**config.mk**
```make
export PLATFORM = sky130hd
export DESIGN_NAME = x1_ioctl_loader
export DESIGN_NICKNAME = d
export VERILOG_FILES = /design/src/rtl/x1_loader_pkg.sv /design/src/rtl/x1_loader_fifo.sv /design/src/rtl/x1_ioctl_loader.sv
export SDC_FILE = /design/constraint.sdc
export NUM_CORES = 1
export LEC_CHECK = 0
export BUFFER_PORTS_ARGS = -buffer_cell sky130_fd_sc_hd__buf_4
export CORE_MARGIN = 2
export CORE_UTILIZATION = 61
export DETAILED_ROUTE_END_ITERATION = 12
export PLACE_DENSITY = 0.81
export SLEW_MARGIN = 20
export SYNTH_ARGS = -nofsm -noshare
export SYNTH_HDL_FRONTEND = slang
export SYNTH_SLANG_ARGS = --single-unit
```
**constraint.sdc**
```tcl
create_clock -name clk_sys -period 9.6 [get_ports clk_sys]
set_input_delay 0 -clock clk_sys [delete_from_list [all_inputs] [get_ports clk_sys]]
set_output_delay 0 -clock clk_sys [all_outputs]
set_load 0.01 [all_outputs]
```
**src/rtl/x1_loader_pkg.sv**
```systemverilog
// x1_loader_pkg
//   Shared types and constants for the Sharp X1 ioctl download loader.
//   - sel_e    : download target (IPL ROM, CGROM, main RAM image)
//   - state_e  : loader sequencing states
//   - entry_t  : buffered write {sel, addr, data}, 26 bits packed
//   - target_limit() : exclusive byte-address limit for an ioctl_index;
//                      unknown indices map to 0 so no address is accepted.
package x1_loader_pkg;

  typedef enum logic [1:0] {
    SEL_IPL   = 2'd0,
    SEL_CGROM = 2'd1,
    SEL_MRAM  = 2'd2
  } sel_e;

  localparam logic [24:0] LIM_IPL   = 25'h000_8000;
  localparam logic [24:0] LIM_CGROM = 25'h000_1000;
  localparam logic [24:0] LIM_MRAM  = 25'h001_0000;

  typedef enum logic [1:0] {
    ST_IDLE,
    ST_LOAD,
    ST_DRAIN,
    ST_HOLD
  } state_e;

  typedef struct packed {
    sel_e        sel;
    logic [15:0] addr;
    logic [7:0]  data;
  } entry_t;

  localparam int unsigned ENTRY_W = $bits(entry_t);

  function automatic logic [24:0] target_limit(input logic [7:0] idx);
    logic [24:0] lim;
    case (idx)
      8'd0:    lim = LIM_IPL;
      8'd1:    lim = LIM_CGROM;
      8'd2:    lim = LIM_MRAM;
      default: lim = '0;
    endcase
    return lim;
  endfunction

endpackage

```
**src/rtl/x1_loader_fifo.sv**
```systemverilog
// x1_loader_fifo
//   Synchronous single-clock FIFO buffering loader writes.
//   Ports:
//     i_clk, i_reset_n : clock, synchronous active-low reset (empties FIFO)
//     i_push, i_data   : write request and data; a push to a full FIFO is
//                        taken only when a pop happens in the same cycle
//     i_pop            : remove head entry (ignored when empty)
//     o_data           : current head entry (valid when !o_empty)
//     o_full, o_empty  : status
//     o_fill           : number of stored entries
module x1_loader_fifo #(
  parameter int unsigned WIDTH = 26,
  parameter int unsigned DEPTH = 4
) (
  input  logic                     i_clk,
  input  logic                     i_reset_n,
  input  logic                     i_push,
  input  logic                     i_pop,
  input  logic [WIDTH-1:0]         i_data,
  output logic [WIDTH-1:0]         o_data,
  output logic                     o_full,
  output logic                     o_empty,
  output logic [$clog2(DEPTH):0]   o_fill
);

  localparam int unsigned AW = $clog2(DEPTH);

  logic [WIDTH-1:0] r_mem [DEPTH];
  logic [AW-1:0]    r_wr_ptr;
  logic [AW-1:0]    r_rd_ptr;
  logic [AW:0]      r_fill;
  logic             w_push;
  logic             w_pop;

  assign o_full  = (r_fill == (AW+1)'(DEPTH));
  assign o_empty = (r_fill == '0);
  assign o_fill  = r_fill;
  assign o_data  = r_mem[r_rd_ptr];

  assign w_pop  = i_pop && !o_empty;
  assign w_push = i_push && (!o_full || w_pop);

  always_ff @(posedge i_clk) begin
    if (w_push) begin
      r_mem[r_wr_ptr] <= i_data;
    end
  end

  always_ff @(posedge i_clk) begin
    if (!i_reset_n) begin
      r_wr_ptr <= '0;
      r_rd_ptr <= '0;
      r_fill   <= '0;
    end else begin
      if (w_push) begin
        r_wr_ptr <= r_wr_ptr + 1'b1;
      end
      if (w_pop) begin
        r_rd_ptr <= r_rd_ptr + 1'b1;
      end
      case ({w_push, w_pop})
        2'b10:   r_fill <= r_fill + 1'b1;
        2'b01:   r_fill <= r_fill - 1'b1;
        default: r_fill <= r_fill;
      endcase
    end
  end

endmodule

```
**src/rtl/x1_ioctl_loader.sv**
```systemverilog
// x1_ioctl_loader
//   Download-side loader for the Sharp X1 core. Decodes ioctl_index into a
//   target, buffers accepted bytes in a FIFO and drains them to the memory
//   write port with a req/ack handshake. Holds the core in reset while a
//   download is in progress and for HOLD_CYCLES after the buffer drains.
//   Ports:
//     clk_sys, reset_n        : clock, synchronous active-low reset
//     ioctl_download/index/wr/addr/dout : HPS download stream
//     ioctl_wait              : host stall request (registered)
//     mem_req/ack/sel/addr/data : memory write handshake
//     core_reset_n            : core reset, low while loading
//     load_done               : one-cycle pulse at end of load sequence
//     load_count, load_sum    : accepted byte count and modulo-256 sum
//     overflow                : sticky, byte dropped on a full FIFO
module x1_ioctl_loader
  import x1_loader_pkg::*;
#(
  parameter int unsigned FIFO_DEPTH  = 4,
  parameter int unsigned HOLD_CYCLES = 16
) (
  input  logic        clk_sys,
  input  logic        reset_n,
  input  logic        ioctl_download,
  input  logic [7:0]  ioctl_index,
  input  logic        ioctl_wr,
  input  logic [24:0] ioctl_addr,
  input  logic [7:0]  ioctl_dout,
  output logic        ioctl_wait,
  output logic        mem_req,
  input  logic        mem_ack,
  output logic [1:0]  mem_sel,
  output logic [15:0] mem_addr,
  output logic [7:0]  mem_data,
  output logic        core_reset_n,
  output logic        load_done,
  output logic [16:0] load_count,
  output logic [7:0]  load_sum,
  output logic        overflow
);

  localparam int unsigned FW = $clog2(FIFO_DEPTH) + 1;
  localparam int unsigned HW = (HOLD_CYCLES > 1) ? $clog2(HOLD_CYCLES) : 1;

  state_e             r_state;
  logic [7:0]         r_index;
  logic [HW-1:0]      r_hold_cnt;
  logic               r_mem_req;
  logic [1:0]         r_mem_sel;
  logic [15:0]        r_mem_addr;
  logic [7:0]         r_mem_data;
  logic               r_ioctl_wait;
  logic               r_core_reset_n;
  logic               r_load_done;
  logic [16:0]        r_load_count;
  logic [7:0]         r_load_sum;
  logic               r_overflow;

  entry_t             w_push_entry;
  entry_t             w_head;
  logic [ENTRY_W-1:0] w_head_bits;
  logic               w_full;
  logic               w_empty;
  logic [FW-1:0]      w_fill;
  logic [FW-1:0]      w_fill_next;
  logic [24:0]        w_limit;
  logic               w_accept;
  logic               w_push;
  logic               w_pop;
  logic               w_drop;

  // Unknown indices yield a zero limit, so they never accept a byte.
  assign w_limit  = target_limit(r_index);
  assign w_accept = (r_state == ST_LOAD) && ioctl_wr && (ioctl_addr < w_limit);
  assign w_pop    = r_mem_req && mem_ack;
  assign w_push   = w_accept && (!w_full || w_pop);
  assign w_drop   = w_accept && w_full && !w_pop;

  assign w_push_entry = '{sel: sel_e'(r_index[1:0]), addr: ioctl_addr[15:0], data: ioctl_dout};
  assign w_head       = entry_t'(w_head_bits);

  always_comb begin
    w_fill_next = w_fill;
    if (w_push && !w_pop) begin
      w_fill_next = w_fill + 1'b1;
    end else if (!w_push && w_pop) begin
      w_fill_next = w_fill - 1'b1;
    end
  end

  x1_loader_fifo #(
    .WIDTH (ENTRY_W),
    .DEPTH (FIFO_DEPTH)
  ) u_fifo (
    .i_clk     (clk_sys),
    .i_reset_n (reset_n),
    .i_push    (w_push),
    .i_pop     (w_pop),
    .i_data    (w_push_entry),
    .o_data    (w_head_bits),
    .o_full    (w_full),
    .o_empty   (w_empty),
    .o_fill    (w_fill)
  );

  always_ff @(posedge clk_sys) begin
    if (!reset_n) begin
      r_state        <= ST_IDLE;
      r_index        <= '0;
      r_hold_cnt     <= '0;
      r_mem_req      <= 1'b0;
      r_mem_sel      <= '0;
      r_mem_addr     <= '0;
      r_mem_data     <= '0;
      r_ioctl_wait   <= 1'b0;
      r_core_reset_n <= 1'b0;
      r_load_done    <= 1'b0;
      r_load_count   <= '0;
      r_load_sum     <= '0;
      r_overflow     <= 1'b0;
    end else begin
      r_load_done    <= 1'b0;
      // Released one edge after the FSM has settled in IDLE.
      r_core_reset_n <= (r_state == ST_IDLE) && !ioctl_download;
      r_ioctl_wait   <= (w_fill_next >= FW'(FIFO_DEPTH - 1));

      // The presented entry stays in the FIFO until acked; the output
      // register is reloaded from the new head on the cycle after a pop.
      if (w_pop) begin
        r_mem_req <= 1'b0;
      end else if (!r_mem_req && !w_empty) begin
        r_mem_req  <= 1'b1;
        r_mem_sel  <= w_head.sel;
        r_mem_addr <= w_head.addr;
        r_mem_data <= w_head.data;
      end

      if (w_push) begin
        r_load_count <= r_load_count + 17'd1;
        r_load_sum   <= r_load_sum + ioctl_dout;
      end
      if (w_drop) begin
        r_overflow <= 1'b1;
      end

      case (r_state)
        ST_LOAD: begin
          if (!ioctl_download) begin
            r_state <= ST_DRAIN;
          end
        end
        default: begin
          if (ioctl_download) begin
            r_state      <= ST_LOAD;
            r_index      <= ioctl_index;
            r_load_count <= '0;
            r_load_sum   <= '0;
            r_overflow   <= 1'b0;
            r_hold_cnt   <= '0;
          end else if (r_state == ST_DRAIN) begin
            // Leave once the last outstanding entry is acked this cycle.
            if (w_fill_next == '0) begin
              r_state    <= ST_HOLD;
              r_hold_cnt <= '0;
            end
          end else if (r_state == ST_HOLD) begin
            if (r_hold_cnt == HW'(HOLD_CYCLES - 1)) begin
              r_state     <= ST_IDLE;
              r_load_done <= 1'b1;
            end else begin
              r_hold_cnt <= r_hold_cnt + 1'b1;
            end
          end
        end
      endcase
    end
  end

  assign ioctl_wait   = r_ioctl_wait;
  assign mem_req      = r_mem_req;
  assign mem_sel      = r_mem_sel;
  assign mem_addr     = r_mem_addr;
  assign mem_data     = r_mem_data;
  assign core_reset_n = r_core_reset_n;
  assign load_done    = r_load_done;
  assign load_count   = r_load_count;
  assign load_sum     = r_load_sum;
  assign overflow     = r_overflow;

endmodule

```
* After elaboration in Yosys (flattened, before gate mapping) *
Memory sizes are Yosys's and may differ from the RTL's. A register that Yosys moved wholly into a read port is not among the register bits.
Cells that the tools add are included.

storage, ports and cells
  register bits = 51
  bits in writable memories = 104
  memories = 1

memories
  name          words  bits a word  rd ports  clocked after memory_dff  write ports  line                  text
  u_fifo.r_mem  4      26           1         1                         1            x1_loader_fifo.sv:28  logic [WIDTH-1:0] r_mem [DEPTH];

operators by class
  add/subtract/negate cells = 7
  magnitude comparators = 2
  equal/unequal tests = 13
  muxes and demuxes = 28
  bitwise gates (word level) = 4
  reductions and logical operators = 35

operators with widths
  operator                                             number
  2-to-1 mux 17 bit                                    3
  case mux 17 bit (3 select lines)                     1
  less-than comparator 25 bit                          1
  2-to-1 mux 8 bit                                     3
  2-to-1 mux 4 bit                                     5
  adder 17 x 1 -> 17 bit, second input constant        1
  2-to-1 mux 2 bit                                     7
  logical AND 1 bit                                    12
  adder 8 bit                                          1
  equality test 8 x 1 -> 1 bit, second input constant  1
  equality test 8 x 2 -> 1 bit, second input constant  1
  logical NOT 8 bit                                    1
  AND reduction 4 bit                                  2
  nonzero test 4 bit                                   2
  logical NOT 1 bit                                    7
  equality test 2 bit, second input constant           3
  logical NOT 3 bit                                    2
  2-to-1 mux 1 bit                                     6
  2-to-1 mux 3 bit                                     2
  case mux 3 bit (2 select lines)                      1
  OR reduction 5 bit                                   1
  adder 2 x 1 -> 2 bit, second input constant          2
  adder 4 x 1 -> 4 bit, second input constant          1
  equality test 2 x 1 -> 1 bit, second input constant  2
  16 further kinds                                     21

* Longest topological paths before layout *
  word-level depth = 14
  depth in mapped cells = 15
  gate-level depth less buffers = 13

* Modules after synthesis *
A second synthesis with hierarchy kept.

second synthesis, totals
  cell total of the unflattened synthesis = 577
  area, all modules = 7593.5 um^2

by module, submodules not included
  module           times used  cells an instance  area each (um^2)
  x1_loader_fifo   1           190                4252.8
  x1_ioctl_loader  1           387                3340.7

* Least setup slack after synthesis *
No wires, ideal clock.

  path type = reg2reg
  start = register r_index[7]
  end = memory u_fifo.r_mem[0][0] (enable)
  setup time = 0.385 ns
  data arrival time = 3.325 ns
  data required time = 9.215 ns
  slack = 5.890 ns
  cell stages (with the launch flop) = 11
  buffers on the path = 2
  period minus slack after synthesis = 3.710 ns
  cell sequence = dfxtp_1 > nor4_1 > nand2_1 > or3_1 > ha_1 > a211o_1 > or4_4 > a211oi_1 > buf_2 > clkbuf_1 > and2_1

on the way
  word-level cells in the longest chain between the ends = 8

RTL lines
  what                                                  line                    text
  start, declared                                       x1_ioctl_loader.sv:45   logic [7:0] r_index;
  start signal, assigned                                x1_ioctl_loader.sv:154  r_index <= ioctl_index;
  equality test 8 x 2 -> 1 bit (tied with other cells)  x1_loader_pkg.sv:37     case (idx)
  case mux 17 bit (3 select lines) (*)                  x1_loader_pkg.sv:37
  less-than comparator 25 bit (*)                       x1_ioctl_loader.sv:73   assign w_accept = (r_state == ST_LOAD) && ioctl_wr && (ioctl_addr < w_limit);
  logical AND 1 bit (*)                                 x1_ioctl_loader.sv:73
  logical AND 1 bit (*)                                 x1_ioctl_loader.sv:75   assign w_push = w_accept && (!w_full || w_pop);
  logical AND 1 bit (*)                                 x1_loader_fifo.sv:41    assign w_push = i_push && (!o_full || w_pop);
  2-to-1 mux 1 bit (*)                                  x1_loader_fifo.sv:44    if (w_push) begin
  2-to-1 mux 1 bit (implied by the code) (*)            x1_loader_fifo.sv:45    r_mem[r_wr_ptr] <= i_data;
  end, declared                                         x1_loader_fifo.sv:28

Mark *: on every way between the ends. The rest lies on a longest branch, timed or not.

* Worst setup path after layout *
  start = register r_index[7]
  end = register u_fifo.r_fill[2], in the netlist u_fifo.o_fill[2]

on the way
  word-level cells in the longest chain between the ends = 8

RTL lines
  what                                                                   line                   text
  equality test 8 x 2 -> 1 bit (tied with other cells)                   x1_loader_pkg.sv:37
  case mux 17 bit (3 select lines) (*)                                   x1_loader_pkg.sv:37
  less-than comparator 25 bit (*)                                        x1_ioctl_loader.sv:73
  logical AND 1 bit (*)                                                  x1_ioctl_loader.sv:73
  logical AND 1 bit (*)                                                  x1_ioctl_loader.sv:75
  logical AND 1 bit (*)                                                  x1_loader_fifo.sv:41
  equality test 2 x 1 -> 1 bit or equality test 2 bit (tied branches)    x1_loader_fifo.sv:61   case ({w_push, w_pop})
  case mux 3 bit (2 select lines) or nonzero test 2 bit (tied branches)  n/a
  end signal, assigned                                                   x1_loader_fifo.sv:62   2'b10: r_fill <= r_fill + 1'b1;
  end signal, assigned                                                   x1_loader_fifo.sv:63   2'b01: r_fill <= r_fill - 1'b1;
  end signal, assigned                                                   x1_loader_fifo.sv:64   default: r_fill <= r_fill;
  end, declared                                                          x1_loader_fifo.sv:31   logic [AW:0] r_fill;

Marked as above.
A chain may end at the register's enable or synchronous reset.

==> reports/results.txt <==
Final Skew -> 7.934 ps
I/O pins -> 102
Final Net Count -> 775
Hold_buf cts -> 33
Post-synthesis adder-cell area fraction -> 0.03479
RSZ-0062 raised after global routing -> false
WS Path Type -> flop to flop
Layout cells sized above 1 -> 0.2355
Yosys warnings -> 0
Worst Path Required -> 9940 ps
Cell Area, Synth -> 7408 sq um
CTS tree -> done
Crit start category -> flop
Final Hold Viols -> 0
Final ANT Viol Nets -> 0
Critical Path Fanout Max -> 21
Post-Synthesis Cells -> 575
WL/cell -> 18.37 um
Initial antenna violation count -> 0
Xor and xnor area share after synthesis -> 0.02837
Critical path's largest stage delay -> 450 ps
Mean number of vias per cell -> 5.763
CTS sink count -> 181
Cts bufs inserted -> 17
Grt ovf -> 0
Compound-Gate Fraction of Synth Area -> 0.07651
First-pass GRT wire length -> 25.39 mm
Hpwl dp -> 9.817 mm
Sequential share of the synthesized area -> 0.6296
Crit-path slowest cell -> nor4_1
Root Buffer Master -> clkbuf_16
Top post-synthesis cells by area -> edfxtp_1 (42%), dfxtp_1 (21%), mux4_2 (7.9%)
Die Wd -> 114.2 um
Worst setup endpoint -> u_fifo.o_fill[2]
Post-Syn Area per Cell -> 12.88 sq um
Setup tns final -> 0 ps
Post-Layout Inst Area -> 9219 sq um
Slew Viols, Final -> 0
Number of global-route vias before repair -> 5142
Starting DRT DRC Count -> 369
Die height -> 114.2 um
P_leak -> 3.377 nW
Total core area -> 11910 sq um
Post-CTS Setup Bufs -> 0
Initial Util -> 0.6220
Simple-Gate Fraction of Synth Area -> 0.1238
Max rail drop VDD -> 0.1604 mV
Worst Tran Pin Value -> 983.8 ps
Largest family of logic cells by synthesized area -> simple AND/OR/NAND/NOR gates
Register-to-Register Setup Slack -> 5780 ps
RD Place Congestion -> 0.8124
Placed inst area -> 8300 sq um
DR pass1 iterations -> 5
IO Port Bufs -> 101
Async SR Flop Fraction -> 0
CTS resizes -> 0
Buffers & Inverters on Critical Path -> 2
Post-synth EDFFs -> 104
Power Density -> 168.2 nW/um^2
Clock latency on the worst-skew pair -> 420 ps
H-tree Lvls -> 4
Unique masters post-synth -> 47
Slew headroom -> 0.3441
Setup violators final -> 0
Clock Tree Buf Depth -> 2
R2R Path End -> u_fifo.o_fill[2]
Cell family with most CP delay -> simple AND/OR/NAND/NOR gates
Top-area cell type share of the netlist area -> 0.4216
Clock slew at reported path FFs -> 60 ps
Fmax -> 0.2615 GHz
# diodes -> 0
Most common cell after layout, fill and taps aside -> nand2_1
Pin count of the biggest net entering global routing -> 52
Die Footprint -> 13040 sq um
Syn Nets -> 641
Most frequent cells in the layout -> nand2_1 (110), buf_4 (107), edfxtp_1 (104), dfxtp_1 (76), a21boi_0 (37)
Reg-to-Reg Start -> r_index[7]
CP endpoint kind -> flop
Core Rows -> 40
Max Cap Viol -> 0
Hold Path Class -> input pin to flop
Post-synthesis register bit count -> 181
DRT Wirelength -> 15.96 mm
Status -> finished, final reports clean
Ratio of final minimum period to clock period -> 0.3984
Leading area contributor after synthesis -> edfxtp_1
Mux cell area share after synthesis -> 0.08782
Critical-path cell list -> nor4_1 > nand2_1 > or3_1 > ha_1 > a211o_1 > or4_4 > a211oi_2 > buf_4 > inv_1 > ha_1 > or3_1 > a21boi_0
Fin crit period -> 3825 ps
DR vias -> 5008
R2R cell count -> 12
CP Launch Point -> r_index[7]
Arrival @ worst endpoint -> 4170 ps
Post-route DRC -> 0
Gr usage total -> 0.2600
CP Depth -> 12
Layout area overhead -> 24.44%
Top_reg_cell synth -> edfxtp_1
==> cell families (layout without fill, tap and decap cells) <==
| family | count (synthesis) | count (layout) |
|---|---|---|
| DFF | 181 | 181 |
| xor gates and xnor gates | 24 | 24 |
| buffers and inverters | 35 | 182 |
| AOI/OAI and AO/OA | 83 | 83 |
| muxes | 32 | 32 |
| adders and majority gates | 20 | 20 |
| and+or+nand+nor | 200 | 200 |
==> cell usage after synthesis (2+ instances only) <==
cell,count
nand3_1,9
edfxtp_1,104
dfxtp_1,77
nor2b_1,4
a21boi_0,37
buf_2,2
mux4_2,26
nand2_1,110
and2_1,12
and4_1,2
nor2_1,30
a21o_1,6
o211a_1,2
nor3_1,5
o21ai_0,9
clkbuf_1,18
nand4_1,2
inv_1,10
or3_1,7
nor4_1,2
buf_1,4
a211oi_1,3
nand4b_1,2
xor2_1,5
and3_1,3
o21a_1,2
mux2i_1,5
a21oi_1,18
ha_1,19
a31oi_1,2
xnor2_1,19
nand2b_1,4
==> sequential cells by signal, indices dropped and copies added, names as in the netlist, 3 cells and up <==
register,flops
u_fifo.r_mem,104
mem_addr,16
load_sum,8
mem_data,8
load_count,17
u_fifo.o_fill,3
r_hold_cnt,4
r_index,8
==> power by group <==
part           switching, W  internal [W]  leakage [nW]  total [W]
registers        0.00000315      0.000821          1.56   0.000825
clock network      0.000283      0.000386         0.284   0.000669
logic             0.0000271     0.0000299          1.54  0.0000570
==> how the worst min path moves through the flow <==
stage / startpoint / to / cells past startpoint
floorplan: ioctl_dout[0] / u_fifo.r_mem[0][0] / 0
global placement: ioctl_addr[2] / u_fifo.r_mem[0][10] / 1
detailed placement: ioctl_addr[6] / u_fifo.r_mem[1][14] / 1
CTS: mem_ack / mem_req / 3
global route: reset_n / r_hold_cnt[2] / 2
finish: mem_ack / mem_req / 3
==> worst register-to-register path, cell delays in order (launching register included) <==
cell and delay, ps:
dfxtp_1 320, nor4_1 450, nand2_1 140, or3_1 330, ha_1 190, a211o_1 280
or4_4 440, a211oi_2 170, buf_4 270, inv_1 220, ha_1 390, or3_1 380
a21boi_0 180
==> per-stage QoR <==
step,util,total power (W),hold WS [ps],setup slack (ps),instances
finish,0.7740,0.001551,60.75,5775,869
global route,0.7740,0.001598,77.47,5569,869
global placement,0.6968,0.0008842,204.4,6017,804
detailed placement,0.6968,0.0008863,203.1,5897,804
CTS,0.7733,0.001559,44.69,5770,869
floorplan,-,0.0008606,98.87,5890,575
==> routing by layer <==
| metal | wire (um) | track usage | share of wire | vias up |
|---|---|---|---|---|
| met5 | 0 | 0 | 0 | - |
| met4 | 458 | 0.1211 | 0.029 | 0 |
| met3 | 754 | 0.04976 | 0.047 | 41 |
| met2 | 8275 | 0.4496 | 0.52 | 187 |
| met1 | 6472 | 0.3177 | 0.41 | 2437 |
| li1 | - | - | - | 2343 |
==> area by class of cell <==
type	count	area (sq um)
inverters	10	37.54
clock inverters	11	98.84
repair buffers	140	1134
fillers	711	2693
well taps	147	183.9
flip-flops and latches	181	4666
multi-input cells	359	2618
clock buffers	21	481.7
Note: power is estimated with default switching activity, not from simulation.
